$ cat config.mk
export PLATFORM = sky130hd
export DESIGN_NAME = fixed_point_iterative_mac
export DESIGN_NICKNAME = d
export VERILOG_FILES = /design/src/rtl/fixed_point_pkg.sv /design/src/rtl/fixed_point_combinational_Multiplier.sv /design/src/rtl/fixed_point_iterative_mac.sv
export SDC_FILE = /design/constraint.sdc
export NUM_CORES = 2
export LEC_CHECK = 0
export ABC_CLOCK_PERIOD_IN_PS = 4200
export CORE_MARGIN = 3
export CORE_UTILIZATION = 25
export DETAILED_ROUTE_END_ITERATION = 12
export HOLD_SLACK_MARGIN = 0.08
export SETUP_SLACK_MARGIN = 0.1
export SYNTH_ARGS = -nofsm -noshare
export SYNTH_HDL_FRONTEND = slang
export SYNTH_SLANG_ARGS = --single-unit
$ cat constraint.sdc
create_clock -name clk -period 4.2 [get_ports clk]
set_clock_uncertainty 0.2 [all_clocks]
set_input_delay 0.84 -clock clk [delete_from_list [all_inputs] [get_ports clk]]
set_output_delay 0.84 -clock clk [all_outputs]
set_load 0.02 [all_outputs]
$ cat src/rtl/fixed_point_pkg.sv
// Shared definitions for the fixed-point datapath blocks: the accumulate/emit
// state encoding and the sizing helper for term counters.
package fixed_point_pkg;

    typedef enum logic {
        ST_ACC  = 1'b0,
        ST_DONE = 1'b1
    } mac_state_e;

    // A counter that must hold values 0..len needs $clog2(len+1) bits.
    function automatic int count_width(input int len);
        if (len < 1) begin
            return 1;
        end
        return $clog2(len + 1);
    endfunction

endpackage

$ cat src/rtl/fixed_point_combinational_Multiplier.sv
// Purely combinational Q(n-d).d multiplier: full 2n-bit product, then the n-bit
// window [n+d-1:d] is kept, so out-of-range results wrap.
module fixed_point_combinational_Multiplier #(
    parameter int n    = 32,
    parameter int d    = 16,
    parameter bit sign = 1'b1
) (
    input  logic [n-1:0] i_a,
    input  logic [n-1:0] i_b,
    output logic [n-1:0] o_c
);

    logic [2*n-1:0] w_a_ext;
    logic [2*n-1:0] w_b_ext;
    logic [2*n-1:0] w_full;
    logic [2*n-1:0] w_shifted;
    logic           w_unused_high;

    // Extending to 2n bits first makes the low 2n bits of the product exact
    // for both signed and unsigned operands.
    always_comb begin
        if (sign) begin
            w_a_ext = {{n{i_a[n-1]}}, i_a};
            w_b_ext = {{n{i_b[n-1]}}, i_b};
        end else begin
            w_a_ext = {{n{1'b0}}, i_a};
            w_b_ext = {{n{1'b0}}, i_b};
        end
    end

    assign w_full        = w_a_ext * w_b_ext;
    assign w_shifted     = w_full >> d;
    assign o_c           = w_shifted[n-1:0];
    assign w_unused_high = ^w_shifted[2*n-1:n];

endmodule

$ cat src/rtl/fixed_point_iterative_mac.sv
// Streaming multiply-accumulate: sums len consecutive fixed-point products and
// hands each sum out on a val/rdy port before accepting the next group.
module fixed_point_iterative_mac
    import fixed_point_pkg::*;
#(
    parameter int n    = 32,
    parameter int d    = 16,
    parameter bit sign = 1'b1,
    parameter int len  = 8
) (
    input  logic         clk,
    input  logic         reset,
    input  logic         recv_val,
    output logic         recv_rdy,
    input  logic [n-1:0] a,
    input  logic [n-1:0] b,
    output logic         send_val,
    input  logic         send_rdy,
    output logic [n-1:0] c,
    output logic         o_dbg_state
);

    // Handshakes: a transfer happens on a rising edge where val && rdy.
    // recv_rdy is high only in ST_ACC and send_val only in ST_DONE, so the two
    // ports never transfer in the same cycle.

    localparam int               CW   = count_width(len);
    localparam logic [CW-1:0]    LAST = CW'(len - 1);

    mac_state_e    r_state;
    mac_state_e    w_next_state;
    logic [CW-1:0] r_count;
    logic [n-1:0]  r_acc;
    logic [n-1:0]  w_p;
    logic          w_recv_fire;
    logic          w_last_term;

    fixed_point_combinational_Multiplier #(
        .n    (n),
        .d    (d),
        .sign (sign)
    ) u_mult (
        .i_a (a),
        .i_b (b),
        .o_c (w_p)
    );

    assign w_recv_fire = recv_val && recv_rdy;
    assign w_last_term = (r_count == LAST);

    always_comb begin
        w_next_state = r_state;
        recv_rdy     = 1'b0;
        send_val     = 1'b0;
        case (r_state)
            ST_ACC: begin
                recv_rdy = 1'b1;
                if (recv_val && w_last_term) begin
                    w_next_state = ST_DONE;
                end
            end
            ST_DONE: begin
                send_val = 1'b1;
                if (send_rdy) begin
                    w_next_state = ST_ACC;
                end
            end
            default: begin
                w_next_state = ST_ACC;
            end
        endcase
    end

    always_ff @(posedge clk or negedge reset) begin
        if (!reset) begin
            r_state <= ST_ACC;
            r_count <= '0;
            r_acc   <= '0;
        end else begin
            r_state <= w_next_state;
            if (w_recv_fire) begin
                // Term 0 overwrites whatever the previous group left behind.
                r_acc   <= (r_count == '0) ? w_p : (r_acc + w_p);
                r_count <= w_last_term ? '0 : (r_count + 1'b1);
            end
        end
    end

    assign c           = r_acc;
    assign o_dbg_state = (r_state == ST_DONE);

endmodule

# ---- Word-level counts from Yosys, hierarchy flattened
# Cells that the tools add are included.
dict set report totals {
  ff_bits 37
  out_inout_bits 35
  word_cells 18
}
dict set report classes {
  n_addsub 2
  mul 1
  eq_ne 1
  mux 7
  n_bitwise 1
  reduce_logical 3
}
# cell count
set ops {}
lappend ops {{$mul 32x32->48} 1}
lappend ops {{$add 32x32->32} 1}
lappend ops {{$mux 32} 1}
lappend ops {{$add 4x1->4 const B} 1}
lappend ops {{$eq 4x3->1 const B} 1}
lappend ops {{$logic_not 4->1} 1}
lappend ops {{$mux 1} 4}
lappend ops {{$mux 4} 1}
lappend ops {{$logic_and 1x1->1} 2}
lappend ops {{$pmux 1 s2} 1}
lappend ops {{$not 1->1} 1}

# ---- Longest topological paths before layout
dict set report logic_depth {
  depth_word 4
  mapped_depth 40
  mapped_depth_nobuf 38
}

# ---- Hierarchy
# Synthesis repeated with hierarchy kept, for this count alone.
dict set report unflattened {
  hier_cells 3491
  hier_area_um2 31799.2
}
# mod n_inst cells_each area_each_um2 seq_area_each_um2
set modules_own_cells {}
lappend modules_own_cells {fixed_point_combinational_Multiplier 1 3083 28554.9 0.0}
lappend modules_own_cells {fixed_point_iterative_mac 1 408 3244.4 925.9}

# ---- Least setup slack after synthesis
# No wires, ideal clock.
dict set report synth_path {
  path_type {input -> register}
  start {in a[20]}
  end {reg r_acc[31] (netlist: c[31])}
  setup_ns 0.137
  arrival_ns 9.530
  slack_ns -5.667
  path_stages 36
  cell_sequence {clkbuf_1 > clkbuf_1 > and2_1 > fa_1 > fa_1 > inv_1 > fa_1 > fa_1 > inv_1 > fa_1 > fa_1 > fa_1 > fa_1 > ha_1 > nand4_1 > inv_1 > nand3_1 > o41a_1 > a21oi_1 > o21a_1 > o21a_1 > o21a_1 > nor2_1 > xnor2_1 > ha_1 > clkbuf_1 > nand4_1 > nor4_1 > nand2_1 > a211oi_1 > o41ai_2 > a21oi_1 > a211oi_2 > o41ai_1 > a21oi_1 > a2bb2oi_1}
}
dict set report synth_via {
  elab_chain_cells 3
}
# element line_no
set synth_lines {}
lappend synth_lines {{from (decl)} fixed_point_iterative_mac.sv:15} ;# input logic [n-1:0] a,
lappend synth_lines {{$mul 32x32->48 (*)} fixed_point_combinational_Multiplier.sv:31} ;# assign w_full = w_a_ext * w_b_ext;
lappend synth_lines {{$add 32x32->32} fixed_point_iterative_mac.sv:83} ;# r_acc <= (r_count == '0) ? w_p : (r_acc + w_p);
lappend synth_lines {{$mux 32 (*)} fixed_point_iterative_mac.sv:83}
lappend synth_lines {{to (signal assigned)} fixed_point_iterative_mac.sv:83}
lappend synth_lines {{to (decl)} fixed_point_iterative_mac.sv:33} ;# logic [n-1:0] r_acc;
# Mark *: on every way between the ends. The rest lies on a longest branch, timed or not.
# A chain may end at the register's enable or synchronous reset.

# ---- Final worst setup path
dict set report layout_path {
  start {in b[16]}
  end {reg r_acc[31] (netlist: c[31])}
}
dict set report layout_via {
  elab_chain_cells 3
}
# element line_no
set layout_lines {}
lappend layout_lines {{from (decl)} fixed_point_iterative_mac.sv:16} ;# input logic [n-1:0] b,
lappend layout_lines {{$mul 32x32->48 (*)} fixed_point_combinational_Multiplier.sv:31}
lappend layout_lines {{$add 32x32->32} fixed_point_iterative_mac.sv:83}
lappend layout_lines {{$mux 32 (*)} fixed_point_iterative_mac.sv:83}
# Marks and branches as above.

==> PnR_summary.wiki <==
{| class="wikitable"
! Metric !! Value
|-
| Vias/cell || 4.38
|-
| Finished Layout Cells || 5,619
|-
| Root buffer cell || sky130_fd_sc_hd__clkbuf_16
|-
| Routed length per placed instance || 17.3 um
|-
| Cell variety after synth || 69
|-
| First-pass GRT wire length || 156,000 um
|-
| Hold Slack || 0.349 ns
|-
| Type of element launching the critical path || primary input
|-
| Worst R2R End || c[24]$_DFFE_PN0P_
|-
| Effective utilization at floorplan || 25.3%
|-
| Clock buffers created by TritonCTS || 5
|-
| Critical Path Sink Type || register
|-
| Setup violations, final || 32
|-
| Number of search-and-repair iterations in the first detailed-routing pass || 5
|-
| Synth warnings || 0
|-
| Share of final-layout standard cells stronger than drive strength 1 || 21.6%
|-
| Final-stage net count || 5,074
|-
| Max-slew headroom at the worst pin || 32.0%
|-
| Synth-to-layout area growth || 29.8%
|-
| Remaining design rule violation count || 0
|-
| Start-to-end type of the worst setup path || in2reg
|-
| Clock tree buffer depth || 2
|-
| Clock-pin slew reported for the worst setup and hold paths after clock tree synthesis || 0.07 ns
|-
| MaxCap Viol Count || 0
|-
| Maximum level of the CTS H-tree || 2
|-
| Die width || 363 um
|-
| Clock latency at the later pin of the worst-skew pair || 0.30 ns
|-
| Final hold vios || 0
|-
| Worst reg2reg path depth || 13
|-
| Status || complete, but fails checks
|-
| Die footprint || 0.132 mm^2
|-
| Number of buffer and inverter stages on the critical path || 8
|-
| Gate count after technology mapping || 3,500
|-
| Pin slew with the least headroom to its limit || 1.02 ns
|-
| DIE HEIGHT || 363 um
|-
| Most common flop cell mapped by yosys || sky130_fd_sc_hd__dfrtp_1
|-
| CP max-delay cell || sky130_fd_sc_hd__fa_1
|-
| HPWL after DPL || 79,600 um
|-
| Number of hold buffers added after CTS || 0
|-
| Hold Startpoint || c[12]$_DFFE_PN0P_
|-
| TritonCTS clock tree || built
|-
| Remaining global-route overflow || 0
|-
| Antenna Violating Nets Remaining || 0
|-
| Number of buffer cells added on primary ports || 102
|-
| Worst hold stages || 2
|-
| RSZ-0062 raised after global routing || yes
|-
| Worst Path Max Fanout || 6
|-
| Worst path top cell family by delay || adder cells
|-
| CORE AREA || 0.126 mm^2
|-
| Nets in the synthesized netlist || 4,608
|-
| FF+latch count, synth || 37
|-
| Post-synth design cell area || 0.0319 mm^2
|-
| CP dominant cell by count || sky130_fd_sc_hd__fa_1
|-
| Num rows || 130
|-
| Total placed cells including tap cells || 5,485
|-
| FF-to-FF Start || c[0]$_DFFE_PN0P_
|-
| Post-route fraction of the period consumed by the critical path || 233%
|-
| DRC marker count from the first detailed-route iteration || 1,275
|-
| Crit path largest cell delay || 0.55 ns
|-
| Largest net degree at the start of global routing || 46
|-
| Fraction of the core area covered by cells at the end of the flow || 32.8%
|-
| CP Data Arrival Time || 9.80 ns
|-
| Post-synth EDFFs || 0
|-
| Min setup slack post-route || -5.57 ns
|-
| Slack of the worst reg-to-reg path || 0.79 ns
|-
| Number of pins with negative max-slew slack in the final report || 0
|-
| Weighted congestion at the end of routability-driven global placement || 0.831
|-
| Number of antenna violations at the first check in global routing || 7
|-
| Portion of the post-synthesis area used by sequential elements || 2.90%
|-
| Total number of vias || 24,600
|-
| Mean post-synth cell area || 9.11 um^2
|-
| Total global-route track usage || 15.0%
|-
| Clock sink total || 37
|-
| Highest clock rate || 102 MHz
|-
| Number of global-route vias before repair || 27,100
|-
| Async S/R FF share, synth || 100%
|-
| WL final || 97,200 um
|-
| Type of the tightest min-delay check || reg2reg
|-
| Required time at the worst-slack endpoint || 4.22 ns
|-
| Endpoint of the worst hold path || c[12]$_DFFE_PN0P_
|-
| Period minus WS final || 9.77 ns
|-
| Count of boundary I/O pins || 103
|-
| Violations in the final reports || setup timing
|}
-- final cells by class --
type | instances | area [um^2]
Clock buffer | 7 | 143
Antenna cell | 2 | 5.00
Inverter | 802 | 3010
Multi-Input combinational cell | 2476 | 28700
Tap cell | 1650 | 2060
Sequential cell | 37 | 926
Timing Repair Buffer | 644 | 6500
Fill cell | 12800 | 84700
Clock inverter | 1 | 30.0
-- repair_timing --
action                                  CTS  global route
cloned                                   14             2
endpoints found under the setup margin   32            32
pin swaps                               166           151
buffers inserted                         79            41
resized for setup                       389           170
-- cell families after synthesis --
group                      count (synthesis)  synth area share [%]
DFF                                       37                  2.90
xor gates and xnor gates                  89                  2.45
and+or+nand+nor                         1132                  17.9
muxes                                      2                0.0628
adders and majority gates               1040                  60.6
buffers and inverters                    987                  11.6
AOI/OAI and AO/OA                        213                  4.45
-- registers in the layout (all words and copies together), names as in the netlist --
name,flops
c,32
r_count,4
o_dbg_state,1
-- how the worst max path moves through the flow --
| stage | from | end | slack, ns | cells past startpoint |
|---|---|---|---|---|
| 6_report | b[16] | c[31]$_DFFE_PN0P_ | -5.57 | 35 |
| 5_1_grt | a[30] | c[31]$_DFFE_PN0P_ | -5.94 | 37 |
| 3_5_place_dp | a[8] | c[31]$_DFFE_PN0P_ | -6.52 | 35 |
| 3_3_place_gp | a[8] | c[31]$_DFFE_PN0P_ | -6.51 | 35 |
| 2_1_floorplan | a[8] | c[31]$_DFFE_PN0P_ | -5.43 | 35 |
| 4_1_cts | b[6] | c[31]$_DFFE_PN0P_ | -5.59 | 37 |
-- worst min-delay path, cell delays in order, from the launching register on --
cell and delay, ns:
sky130_fd_sc_hd__dfrtp_1 0.38, sky130_fd_sc_hd__nand2_1 0.06, sky130_fd_sc_hd__o21ai_1 0.07
-- Yosys cell counts (all sizes together), types with 6 or more instances --
library cell / count / area [um^2]
nand3: 18 / 95.1
o21a: 16 / 120
a211oi: 9 / 72.6
nor2b: 14 / 87.6
nor2: 71 / 269
o21ai: 43 / 215
o211ai: 6 / 45.0
xnor2: 64 / 561
nand2: 466 / 1750
a21o: 20 / 150
nor3: 20 / 100
clkbuf: 183 / 687
nand2b: 13 / 81.3
o31ai: 7 / 52.6
dfrtp: 37 / 926
nand4: 7 / 43.8
ha: 201 / 2510
a21oi: 57 / 289
inv: 802 / 3010
xor2: 25 / 219
fa: 839 / 16800
a31oi: 15 / 93.8
and2: 502 / 3140
-- through the flow --
step / setup slack (ns) / instance area (um^2) / TNS [ns]
after CTS: -5.59 / 40500 / -151.14
after global placement: -6.51 / 38300 / -178.42
final: -5.57 / 41400 / -152.54
after global routing: -5.94 / 41400 / -163.54
after floorplan: -5.43 / 32200 / -137.54
after detailed placement: -6.52 / 38300 / -179.42
-- routing by layer --
layer / track usage [%] / share of wire, % / up-vias
li1: - / - / 11100
met1: 19.8 / 42 / 12900
met2: 26.8 / 51 / 536
met3: 1.84 / 5.5 / 95
met4: 2.44 / 1.6 / 0
met5: 0 / 0 / -
-- placed cells by master (no fill, tap or decap), types with 14 or more instances in the layout --
master                            synthesis  layout
sky130_fd_sc_hd__dfrtp_1                 37      37
sky130_fd_sc_hd__buf_6                    0      66
sky130_fd_sc_hd__ha_4                     0      33
sky130_fd_sc_hd__buf_12                   0      67
sky130_fd_sc_hd__xor2_1                  25      20
sky130_fd_sc_hd__o21ai_1                  2      17
sky130_fd_sc_hd__buf_4                    1     399
sky130_fd_sc_hd__and2_1                 502     459
sky130_fd_sc_hd__nand3_1                 17      14
sky130_fd_sc_hd__nor3_1                  20      16
sky130_fd_sc_hd__a21oi_1                 56      30
sky130_fd_sc_hd__nor2_1                  70      55
sky130_fd_sc_hd__ha_1                   201     167
sky130_fd_sc_hd__o21a_1                  16      16
sky130_fd_sc_hd__a21oi_2                  1      18
sky130_fd_sc_hd__inv_2                    0      30
sky130_fd_sc_hd__fa_2                     0      44
sky130_fd_sc_hd__a21o_1                  20      20
sky130_fd_sc_hd__xnor2_1                 64      57
sky130_fd_sc_hd__nand2_1                466     460
sky130_fd_sc_hd__and2_4                   0      43
sky130_fd_sc_hd__clkdlybuf4s50_1          0      54
sky130_fd_sc_hd__o21ai_0                 41      17
sky130_fd_sc_hd__dlygate4sd2_1            0      14
sky130_fd_sc_hd__inv_1                  802     772
sky130_fd_sc_hd__fa_1                   839     795
Power is not shown: default switching activity piles up to over one toggle a cycle in this logic, so the estimate is an artifact.
